$ cat src/rtl/pipeline_hazard_controller_pkg.sv
// Shared definitions for the pipeline hazard controller: sequencer state
// encoding and the hard-wired zero register address.
package pipeline_hazard_controller_pkg;

    typedef enum logic [1:0] {
        ST_RUN      = 2'd0,
        ST_MEM_WAIT = 2'd1,
        ST_ERROR    = 2'd2
    } hc_state_e;

    localparam logic [4:0] REG_ZERO = 5'd0;

endpackage

$ cat src/rtl/pipeline_hazard_controller_hazard_comparator.sv
// Compares one ID source operand against one downstream destination.
// Register $0 is hard-wired to zero, so it never creates a dependency.
module hazard_comparator
    import pipeline_hazard_controller_pkg::*;
(
    input  logic [4:0] src_addr,
    input  logic       src_used,
    input  logic [4:0] dest_addr,
    input  logic       dest_writes,
    output logic       match
);

    assign match = src_used && (src_addr != REG_ZERO) &&
                   (src_addr == dest_addr) && dest_writes;

endmodule

$ cat src/rtl/pipeline_hazard_controller.sv
// Stall/flush sequencer for the 5-stage pipeline: detects RAW and load-use
// hazards, freezes the pipe while data memory is busy (with a timeout into a
// sticky error state) and keeps saturating stall statistics.
module pipeline_hazard_controller
    import pipeline_hazard_controller_pkg::*;
#(
    parameter int FORWARDING  = 1,
    parameter int MEM_TIMEOUT = 16,
    parameter int CNT_W       = 16
) (
    input  logic             clock,
    input  logic             reset,
    input  logic [4:0]       id_rs,
    input  logic [4:0]       id_rt,
    input  logic             id_usesRs,
    input  logic             id_usesRt,
    input  logic             id_branchTaken,
    input  logic             ex_shouldWriteRegister,
    input  logic [4:0]       ex_registerWriteAddress,
    input  logic             ex_isLoad,
    input  logic             mem_shouldWriteRegister,
    input  logic [4:0]       mem_registerWriteAddress,
    input  logic             mem_request,
    input  logic             mem_ready,
    output logic             pc_writeEnable,
    output logic             ifId_writeEnable,
    output logic             ifId_flush,
    output logic             id_shouldStall,
    output logic             pipe_hold,
    output logic             mem_error,
    output logic [CNT_W-1:0] loadUseStalls,
    output logic [CNT_W-1:0] memStalls
);

    localparam int WAIT_W = $clog2(MEM_TIMEOUT + 1);

    hc_state_e         state_q, state_d;
    logic [WAIT_W-1:0] wait_cnt_q, wait_cnt_d;
    logic [CNT_W-1:0]  load_use_stalls_q, load_use_stalls_d;
    logic [CNT_W-1:0]  mem_stalls_q, mem_stalls_d;
    logic              mem_error_q, mem_error_d;

    logic rs_ex_match, rt_ex_match, rs_mem_match, rt_mem_match;
    logic load_haz, raw_haz, hazard;
    logic mem_freeze, frozen;

    hazard_comparator u_rs_ex (
        .src_addr    (id_rs),
        .src_used    (id_usesRs),
        .dest_addr   (ex_registerWriteAddress),
        .dest_writes (ex_shouldWriteRegister),
        .match       (rs_ex_match)
    );

    hazard_comparator u_rt_ex (
        .src_addr    (id_rt),
        .src_used    (id_usesRt),
        .dest_addr   (ex_registerWriteAddress),
        .dest_writes (ex_shouldWriteRegister),
        .match       (rt_ex_match)
    );

    hazard_comparator u_rs_mem (
        .src_addr    (id_rs),
        .src_used    (id_usesRs),
        .dest_addr   (mem_registerWriteAddress),
        .dest_writes (mem_shouldWriteRegister),
        .match       (rs_mem_match)
    );

    hazard_comparator u_rt_mem (
        .src_addr    (id_rt),
        .src_used    (id_usesRt),
        .dest_addr   (mem_registerWriteAddress),
        .dest_writes (mem_shouldWriteRegister),
        .match       (rt_mem_match)
    );

    // Classify the current hazard and whether memory is holding the pipe.
    always_comb begin
        load_haz = ex_isLoad && (rs_ex_match || rt_ex_match);
        raw_haz  = rs_ex_match || rt_ex_match || rs_mem_match || rt_mem_match;
        hazard   = (FORWARDING != 0) ? load_haz : raw_haz;
        mem_freeze = ((state_q == ST_RUN) && mem_request && !mem_ready) ||
                     ((state_q == ST_MEM_WAIT) && !mem_ready);
        frozen   = mem_freeze || (state_q == ST_ERROR);
    end

    // Pipeline control outputs; reset, then freeze, then stall, then flush.
    always_comb begin
        pc_writeEnable   = 1'b1;
        ifId_writeEnable = 1'b1;
        ifId_flush       = 1'b0;
        id_shouldStall   = 1'b0;
        pipe_hold        = 1'b0;
        if (reset) begin
            pc_writeEnable   = 1'b0;
            ifId_writeEnable = 1'b0;
            ifId_flush       = 1'b1;
            id_shouldStall   = 1'b1;
        end else if (frozen) begin
            pc_writeEnable   = 1'b0;
            ifId_writeEnable = 1'b0;
            pipe_hold        = 1'b1;
        end else if (hazard) begin
            pc_writeEnable   = 1'b0;
            ifId_writeEnable = 1'b0;
            id_shouldStall   = 1'b1;
        end else if (id_branchTaken) begin
            ifId_flush       = 1'b1;
        end
    end

    // Next-state logic for the memory-wait sequencer and the statistics.
    always_comb begin
        state_d           = state_q;
        wait_cnt_d        = wait_cnt_q;
        mem_error_d       = mem_error_q;
        load_use_stalls_d = load_use_stalls_q;
        mem_stalls_d      = mem_stalls_q;

        case (state_q)
            ST_RUN: begin
                if (mem_request && !mem_ready) begin
                    state_d    = ST_MEM_WAIT;
                    wait_cnt_d = WAIT_W'(1);
                end
            end
            ST_MEM_WAIT: begin
                if (mem_ready) begin
                    state_d    = ST_RUN;
                    wait_cnt_d = '0;
                end else if (wait_cnt_q == WAIT_W'(MEM_TIMEOUT - 1)) begin
                    state_d     = ST_ERROR;
                    mem_error_d = 1'b1;
                end else begin
                    wait_cnt_d = wait_cnt_q + WAIT_W'(1);
                end
            end
            ST_ERROR: begin
                state_d     = ST_ERROR;
                mem_error_d = 1'b1;
            end
            default: begin
                state_d    = ST_RUN;
                wait_cnt_d = '0;
            end
        endcase

        if (mem_freeze && (mem_stalls_q != {CNT_W{1'b1}})) begin
            mem_stalls_d = mem_stalls_q + CNT_W'(1);
        end
        if (!frozen && load_haz && (load_use_stalls_q != {CNT_W{1'b1}})) begin
            load_use_stalls_d = load_use_stalls_q + CNT_W'(1);
        end
    end

    // Register sequencer state and statistics; synchronous reset.
    always_ff @(posedge clock) begin
        if (reset) begin
            state_q           <= ST_RUN;
            wait_cnt_q        <= '0;
            mem_error_q       <= 1'b0;
            load_use_stalls_q <= '0;
            mem_stalls_q      <= '0;
        end else begin
            state_q           <= state_d;
            wait_cnt_q        <= wait_cnt_d;
            mem_error_q       <= mem_error_d;
            load_use_stalls_q <= load_use_stalls_d;
            mem_stalls_q      <= mem_stalls_d;
        end
    end

    assign mem_error     = mem_error_q;
    assign loadUseStalls = load_use_stalls_q;
    assign memStalls     = mem_stalls_q;

endmodule
$ cat config.mk
export PLATFORM = sky130hd
export DESIGN_NAME = pipeline_hazard_controller
export DESIGN_NICKNAME = d
export VERILOG_FILES = /design/src/rtl/pipeline_hazard_controller_pkg.sv /design/src/rtl/pipeline_hazard_controller_hazard_comparator.sv /design/src/rtl/pipeline_hazard_controller.sv
export SDC_FILE = /design/constraint.sdc
export NUM_CORES = 1
export LEC_CHECK = 0
export ABC_AREA = 1
export BUFFER_PORTS_ARGS = -buffer_cell sky130_fd_sc_hd__buf_2
export CAP_MARGIN = 25
export CORE_UTILIZATION = 59
export CTS_BUF_LIST = sky130_fd_sc_hd__clkbuf_2 sky130_fd_sc_hd__clkbuf_4 sky130_fd_sc_hd__clkbuf_8
export DETAILED_ROUTE_END_ITERATION = 8
export HOLD_SLACK_MARGIN = 0.02
export PLACE_DENSITY_LB_ADDON = 0.05
export SYNTH_ARGS = -nofsm -noshare
export SYNTH_HDL_FRONTEND = slang
export SYNTH_SLANG_ARGS = --single-unit
$ cat constraint.sdc
create_clock -name clock -period 2.3 [get_ports clock]
set_input_delay 0.46 -clock clock [delete_from_list [all_inputs] [get_ports clock]]
set_output_delay 0.46 -clock clock [all_outputs]
set_load 0.01 [all_outputs]
==> results of run 1 <==
[Yosys cell counts (all sizes together)]
cell type / instances / share of area (%)
nand2: 97 / 15
nor2: 81 / 13
inv: 70 / 11
dfxtp: 40 / 32
o21ai: 26 / 5.5
nand3: 19 / 4.9
a21oi: 18 / 3.6
nand4: 14 / 4.3
nor3: 10 / 2.4
buf: 4 / 1.4
clkbuf: 4 / 0.60
ha: 4 / 2.0
o21bai: 3 / 1.4
xor2: 3 / 1.1
a21boi: 2 / 0.75
a31oi: 2 / 0.50
clkinv: 1 / 0.15
nor3b: 1 / 0.30
o31ai: 1 / 0.30
xnor2: 1 / 0.35
[power groups by stage]
stage,Clock (W),Sequential (W),Combinational [W]
final,0.000456,0.000708,0.000152
after global routing,0.000502,0.000710,0.000172
after CTS,0.000469,0.000708,0.000153
after detailed placement,0,0.000725,0.000152
after global placement,0,0.000724,0.000149
after floorplan,0,0.000725,0.0000991
[cell usage in the layout, fill, tap and decap left out, drive strengths merged, types with 10 or more instances in the layout]
cell	synthesis	final
nor2	81	81
a21oi	18	18
o21ai	26	26
buf	4	65
dfxtp	40	40
nand2	97	97
inv	70	70
nand3	19	19
nand4	14	14
nor3	10	10
[per-stage QoR]
stage / total power [W] / hold WS [ns] / std cells
4_1_cts: 0.00133 / 0.458 / 515
5_1_grt: 0.00138 / 0.457 / 515
2_1_floorplan: 0.000824 / 0.435 / 401
3_3_place_gp: 0.000873 / 0.446 / 508
3_5_place_dp: 0.000876 / 0.451 / 508
6_report: 0.00132 / 0.466 / 515
[tightest hold or removal path, stage by stage]
cell,delay [ns]
buf_2,0.11
nand3_2,0.08
a21oi_1,0.06
[cells by family after synthesis]
kind of cell	Yosys count
compound gates	52
xor+xnor	4
fa+ha+maj	4
buf+inv	79
flops	40
simple gates	222
[final timing paths]
check                 from              to  slack (ns)  cells after the start
max             state_q[0]  pc_writeEnable        0.29                      7
min            mem_request      state_q[0]        0.47                      3
max reg2reg  wait_cnt_q[0]   wait_cnt_q[3]        0.48                     10
min reg2reg  wait_cnt_q[4]   wait_cnt_q[4]        0.47                      2
[flip-flops by register name, indices dropped and copies added (netlist names)]
name and flops:
state_q 2, memStalls 16, wait_cnt_q 5, mem_error 1, loadUseStalls 16
[layout make-up]
class | instances | share of cell area (%)
Clock buffer | 6 | 2.61
Clock inverter | 1 | 0.171
Multi-Input combinational cell | 282 | 47.2
Timing Repair Buffer | 65 | 11.4
Tap cell | 50 | 2.14
Inverter | 71 | 9.10
Sequential cell | 40 | 27.3
[routing by layer]
layer  vias to the layer above  wire length (µm)  GRT usage (%)  part of all wire (%)
li1                       1379                 -              -                     -
met1                      1111              2410           28.2                    46
met2                        49              2550           43.9                    49
met3                         8               201           4.28                   3.8
met4                         0                75           11.2                   1.4
met5                         -                 0              0                     0
==> qor.csv, run 1 <==
stage;metric;value;unit
outcome;outcome;finished clean;
synth;Synth cell types;33;
synth;Compound-Gate Fraction of Synth Area;12.0;%
drt;DRC;0;
drt;Routed WL;5240;µm
drt;vias per inst;4.95;
timing;actual slew at the worst max-slew pin;0.400;ns
setup_path;crit path kind;reg2out;
global_route;pin count of the biggest net entering global routing;20;
layout;antenna cells;0;
layout;final core occ;72.7;%
timing;setup TNS;0;ns
placed_design;placed cell areas;2850;µm²
placed_design;hpwl dp;4070;µm
power_and_ir_drop;VDD IR max;0.000424;V
floorplan;die area;4500;µm²
synth;multiplexer share of the synthesized area;0;%
global_route;Total GRT Usage;24.7;%
placed_design;Placer Congestion;0.830;
setup_path;CP startpoint kind;flip-flop;
timing;unrepaired setup endpoints after global routing;no;
job;Max-cap violations;0;
power_and_ir_drop;Net Switching;0.000341;W
synth;#FFs+latches synth;40;
setup_path;slowest cell on the critical path;dfxtp_1;
power_and_ir_drop;sequential share of power;53.8;%
setup_path;Max FO, Critical Path;11;
global_route;GR Overflow Total;0;
layout;synthesis-to-finish area growth;17.2;%
synth;mapped cell area;2500;µm²
min_path;worst min path class;in2reg;
clock_network;clk_lat worst skew;0.29;ns
clock_network;clock sink count;40;
setup_path;Critical Path RT;1.84;ns
clock_network;Clock Tree Root;clkbuf_8;
power_and_ir_drop;clock group share of total power;34.7;%
synth;post-synthesis xor/xnor area fraction;1.40;%
timing;final period utilization;87.2;%
setup_path;Worst Setup End Kind;output port;
setup_path;slowest cell delay on critical path;0.38;ns
clock_network;post-cts resize count;0;
placed_design;I/O Buffers;61;
floorplan;die width;67.1;µm
layout;footprint of the multi-input gates;1380;µm²
synth;Mapped Cells;401;
clock_network;clock-pin slew on the worst setup and hold paths;0.07;ns
power_and_ir_drop;Sw Share;25.9;%
floorplan;die height;67.1;µm
synth;post-synthesis sequential area ratio;32.0;%
floorplan;Initial Util;62.0;%
layout;Fillers;357;
timing;final setup fails;0;
power_and_ir_drop;static leakage;1.35;nW
clock_network;deepest level of the CTS H-tree;2;
timing;final worst slack;0.295;ns
timing;Slew headroom;73.3;%
floorplan;core box area;4030;µm²
drt;first-pass detailed-route iteration total;4;
setup_path;worst-path cell chain;nor2_1, nand3_2, nand2_2, nor2_4, nand2_1, nor2_1, buf_2;
drt;post-route ant nets;0;
synth;Synth Area in Simple Gates;39.9;%
layout;design area;2930;µm²
layout;share of cells above drive strength 1;21.5;%
setup_path;cell mode on critical path;nor2_1;
timing;clk_skew;0.00669;ns
clock_network;setup repair bufs after CTS;0;
timing;Max Clock Freq;499;MHz
timing;min cycle time layout;2.01;ns
clock_network;Num CTS Buffers;5;
layout;storage element area;801;µm²
floorplan;I/O pins;68;
power_and_ir_drop;Internal;0.000975;W
setup_path;delay-heaviest family, CP;simple AND/OR/NAND/NOR gates;
power_and_ir_drop;power share of the combinational group;11.5;%
drt;Vias;2547;
synth;synthesized-area fraction occupied by adder cells;2.00;%
synth;Synthesized Nets;435;
setup_path;WP data arrival;1.55;ns
timing;final-report max-slew violation count;0;
setup_path;Buf/Inv on CP;1;
synth;yosys warns;0;
drt;1st-iter DRT viols;73;
placed_design;DP Worst Slack;0.356;ns
clock_network;Post-CTS Hold Buffers;0;
synth;largest family of logic cells by synthesized area;simple AND/OR/NAND/NOR gates;
drt;wire length per cell after detailed routing;10.2;µm
power_and_ir_drop;Power Density;449;nW/µm²
clock_network;clock buffer depth;2;
layout;Nets;499;
global_route;vias in the first global route;2104;
clock_network;CTS tree;built;
synth;post-synthesis average cell area;6.23;µm²
floorplan;site row count;23;
timing;final hold vios;0;
global_route;antenna violations before repair;0;
global_route;first-pass GRT wire length;8420;µm
No activity file was read; power rests on OpenSTA's default activity.
==> run 2, diff against run 1 <==
--- a/config.mk
+++ b/config.mk
@@ -9,10 +9,10 @@
 export BUFFER_PORTS_ARGS = -buffer_cell sky130_fd_sc_hd__buf_2
 export CAP_MARGIN = 25
 export CORE_UTILIZATION = 59
-export CTS_BUF_LIST = sky130_fd_sc_hd__clkbuf_2 sky130_fd_sc_hd__clkbuf_4 sky130_fd_sc_hd__clkbuf_8
+export CTS_BUF_LIST = sky130_fd_sc_hd__clkbuf_2
 export DETAILED_ROUTE_END_ITERATION = 8
 export HOLD_SLACK_MARGIN = 0.02
-export PLACE_DENSITY_LB_ADDON = 0.05
+export PLACE_DENSITY = 0.94
 export SYNTH_ARGS = -nofsm -noshare
 export SYNTH_HDL_FRONTEND = slang
 export SYNTH_SLANG_ARGS = --single-unit
==> constraint.sdc (replaced) <==
create_clock -name clock -period 2.3 [get_ports clock]
set_input_delay 0.115 -clock clock [delete_from_list [all_inputs] [get_ports clock]]
set_output_delay 0.115 -clock clock [all_outputs]
set_load 0.01 [all_outputs]
==> run 2 against run 1 <==
Compared with the run above:
- flip-flop and latch count unchanged
- utilization decreased by 0.56 points
- first-iteration DRC count up 120%
- clock skew increased by 0.020 ns
- register-to-register slack got worse by 0.12 ns
- critical path type unchanged
==> qor.csv, run 2 (synthesis gave the netlist of run 1 again) <==
stage;metric;value;unit;change
global_route;Total GRT Usage;26.1;%;+1.4 points
placed_design;Placer Congestion;0.886;;+6.8%
global_route;antenna violations before repair;0;;unchanged
global_route;first-pass GRT wire length;9000;µm;+6.9%
floorplan;Initial Util;62.0;%;unchanged
drt;1st-iter DRT viols;158;;+120%
timing;final hold vios;0;;unchanged
timing;final setup fails;0;;unchanged
global_route;GR Overflow Total;0;;unchanged
timing;clk_skew;0.0270;ns;+0.0203 ns
layout;antenna cells;0;;unchanged
timing;final period utilization;84.5;%;-2.7 points
setup_path;Critical Path RT;2.18;ns;+0.34 ns
clock_network;CTS tree;built;;
clock_network;Post-CTS Hold Buffers;2;;+2
timing;actual slew at the worst max-slew pin;0.348;ns;-0.0523 ns
global_route;pin count of the biggest net entering global routing;21;;+5.0%
layout;share of cells above drive strength 1;21.0;%;-0.52 points
floorplan;die height;67.1;µm;unchanged
floorplan;die area;4500;µm²;unchanged
timing;unrepaired setup endpoints after global routing;no;;
timing;Slew headroom;76.8;%;+3.5 points
drt;wire length per cell after detailed routing;10.8;µm;+6.0%
placed_design;I/O Buffers;61;;unchanged
layout;design area;2910;µm²;-0.77%
power_and_ir_drop;Power Density;404;nW/µm²;-10%
global_route;GR Util met1;29.1;%;+0.91 points
layout;footprint of the multi-input gates;1380;µm²;unchanged
setup_path;Reg2Reg Setup Slack;0.36;ns;-0.12 ns
drt;Routed WL;5580;µm;+6.4%
drt;vias per inst;5.22;;+5.6%
placed_design;hpwl dp;4240;µm;+4.2%
min_path;Hold Crit Depth;6;;+3
setup_path;depth of the most critical reg-to-reg path;9;;-1
power_and_ir_drop;static leakage;1.33;nW;-1.5%
layout;storage element area;801;µm²;unchanged
drt;DRC;0;;unchanged
floorplan;die width;67.1;µm;unchanged
floorplan;I/O pins;68;;unchanged
job;Max-cap violations;0;;unchanged
setup_path;Worst Setup End Kind;output port;;
drt;first-pass detailed-route iteration total;4;;unchanged
drt;post-route ant nets;0;;unchanged
global_route;GR Util met2;48.0;%;+4.1 points
clock_network;clock buffer depth;2;;unchanged
layout;Post-Layout Cell Count;517;;+0.39%
setup_path;WP data arrival;1.83;ns;+0.28 ns
clock_network;clk_lat worst skew;0.41;ns;+0.12 ns
floorplan;site row count;23;;unchanged
clock_network;Num CTS Buffers;5;;unchanged
clock_network;post-cts resize count;0;;unchanged
setup_path;crit path kind;reg2out;;
floorplan;core box area;4030;µm²;unchanged
outcome;outcome;finished clean;;
min_path;worst hold path endpoint;state_q[0];;
layout;Fillers;347;;-2.8%
setup_path;Worst R2R Start;memStalls[0];;
min_path;worst hold start;mem_ready;;
clock_network;clock-pin slew on the worst setup and hold paths;0.20;ns;+0.13 ns
layout;highest-count cells in the layout ignoring fill and taps;nand2_1, nor2_1, inv_1;;
layout;Nets;500;;+0.20%
layout;commonest non-fill, non-tap cell in the layout;nand2_1;;
clock_network;clock sink count;40;;unchanged
power_and_ir_drop;VDD IR max;0.000273;V;-36%
setup_path;CP startpoint kind;flip-flop;;
timing;setup TNS;0;ns;unchanged
min_path;worst min path class;in2reg;;
layout;synthesis-to-finish area growth;16.3;%;
clock_network;setup repair bufs after CTS;0;;unchanged
timing;Max Clock Freq;514;MHz;+3.2%
clock_network;deepest level of the CTS H-tree;2;;unchanged
global_route;GR Util met3;5.65;%;+1.4 points
timing;min cycle time layout;1.94;ns;-0.0615 ns
global_route;busiest grt layer;met2;;
drt;Vias;2701;;+6.0%
timing;final-report max-slew violation count;0;;unchanged
setup_path;RR Endpoint;memStalls[7];;
placed_design;placed cell areas;2830;µm²;-0.53%
power_and_ir_drop;Final Total Pwr;0.00117;W;-11%
global_route;vias in the first global route;2285;;+8.6%
setup_path;Max FO, Critical Path;11;;unchanged
clock_network;Clock Tree Root;clkbuf_2;;
placed_design;placed insts;506;;-0.39%
## run 2: layout make-up
class | count | area share (%)
Multi-Input combinational cell | 282 | 47.6
Sequential cell | 40 | 27.6
Clock buffer | 5 | 0.861
Clock inverter | 3 | 0.646
Timing Repair Buffer | 66 | 12.1
Tap cell | 50 | 2.15
Inverter | 71 | 9.17
## run 2: metrics by stage
step / utilization [%] / hold WS (ns) / worst slack, ns
after floorplan: - / 0.191 / 0.742
after global placement: 70.3 / 0.427 / 0.525
after detailed placement: 70.3 / 0.440 / 0.473
after CTS: 71.9 / 0.0219 / 0.347
after global routing: 72.1 / 0.203 / 0.175
final: 72.1 / 0.195 / 0.356
## run 2: worst max-delay path by stage
stage                        from               end  slack (ns)  cells past startpoint
finish                 state_q[0]  ifId_writeEnable        0.36                      7
global route           state_q[1]  ifId_writeEnable        0.18                      7
global placement     memStalls[0]      memStalls[7]        0.52                      9
floorplan           wait_cnt_q[0]     wait_cnt_q[3]        0.74                     10
CTS                    state_q[0]  ifId_writeEnable        0.35                      7
detailed placement   memStalls[0]      memStalls[7]        0.47                      9
## run 2: critical path, stage by stage, from the launching register on
cell     delay [ns]
dfxtp_1        0.41
nor2_1         0.09
nand3_2        0.08
nand2_2        0.09
nor2_4         0.27
nand2_1        0.09
nor2_1         0.21
buf_2          0.18
## run 2: layer usage
layer | vias to the layer above | share of wire, %
met3 | 7 | 5.8
met5 | - | 0
met1 | 1228 | 45
met2 | 78 | 48
met4 | 0 | 1.4
li1 | 1388 | -
## run 2: power breakdown
part	total [W]	internal (W)	switching (W)
Combinational	0.000156	0.0000588	0.0000975
Clock	0.000308	0.0000703	0.000238
Sequential	0.000710	0.000703	0.00000736
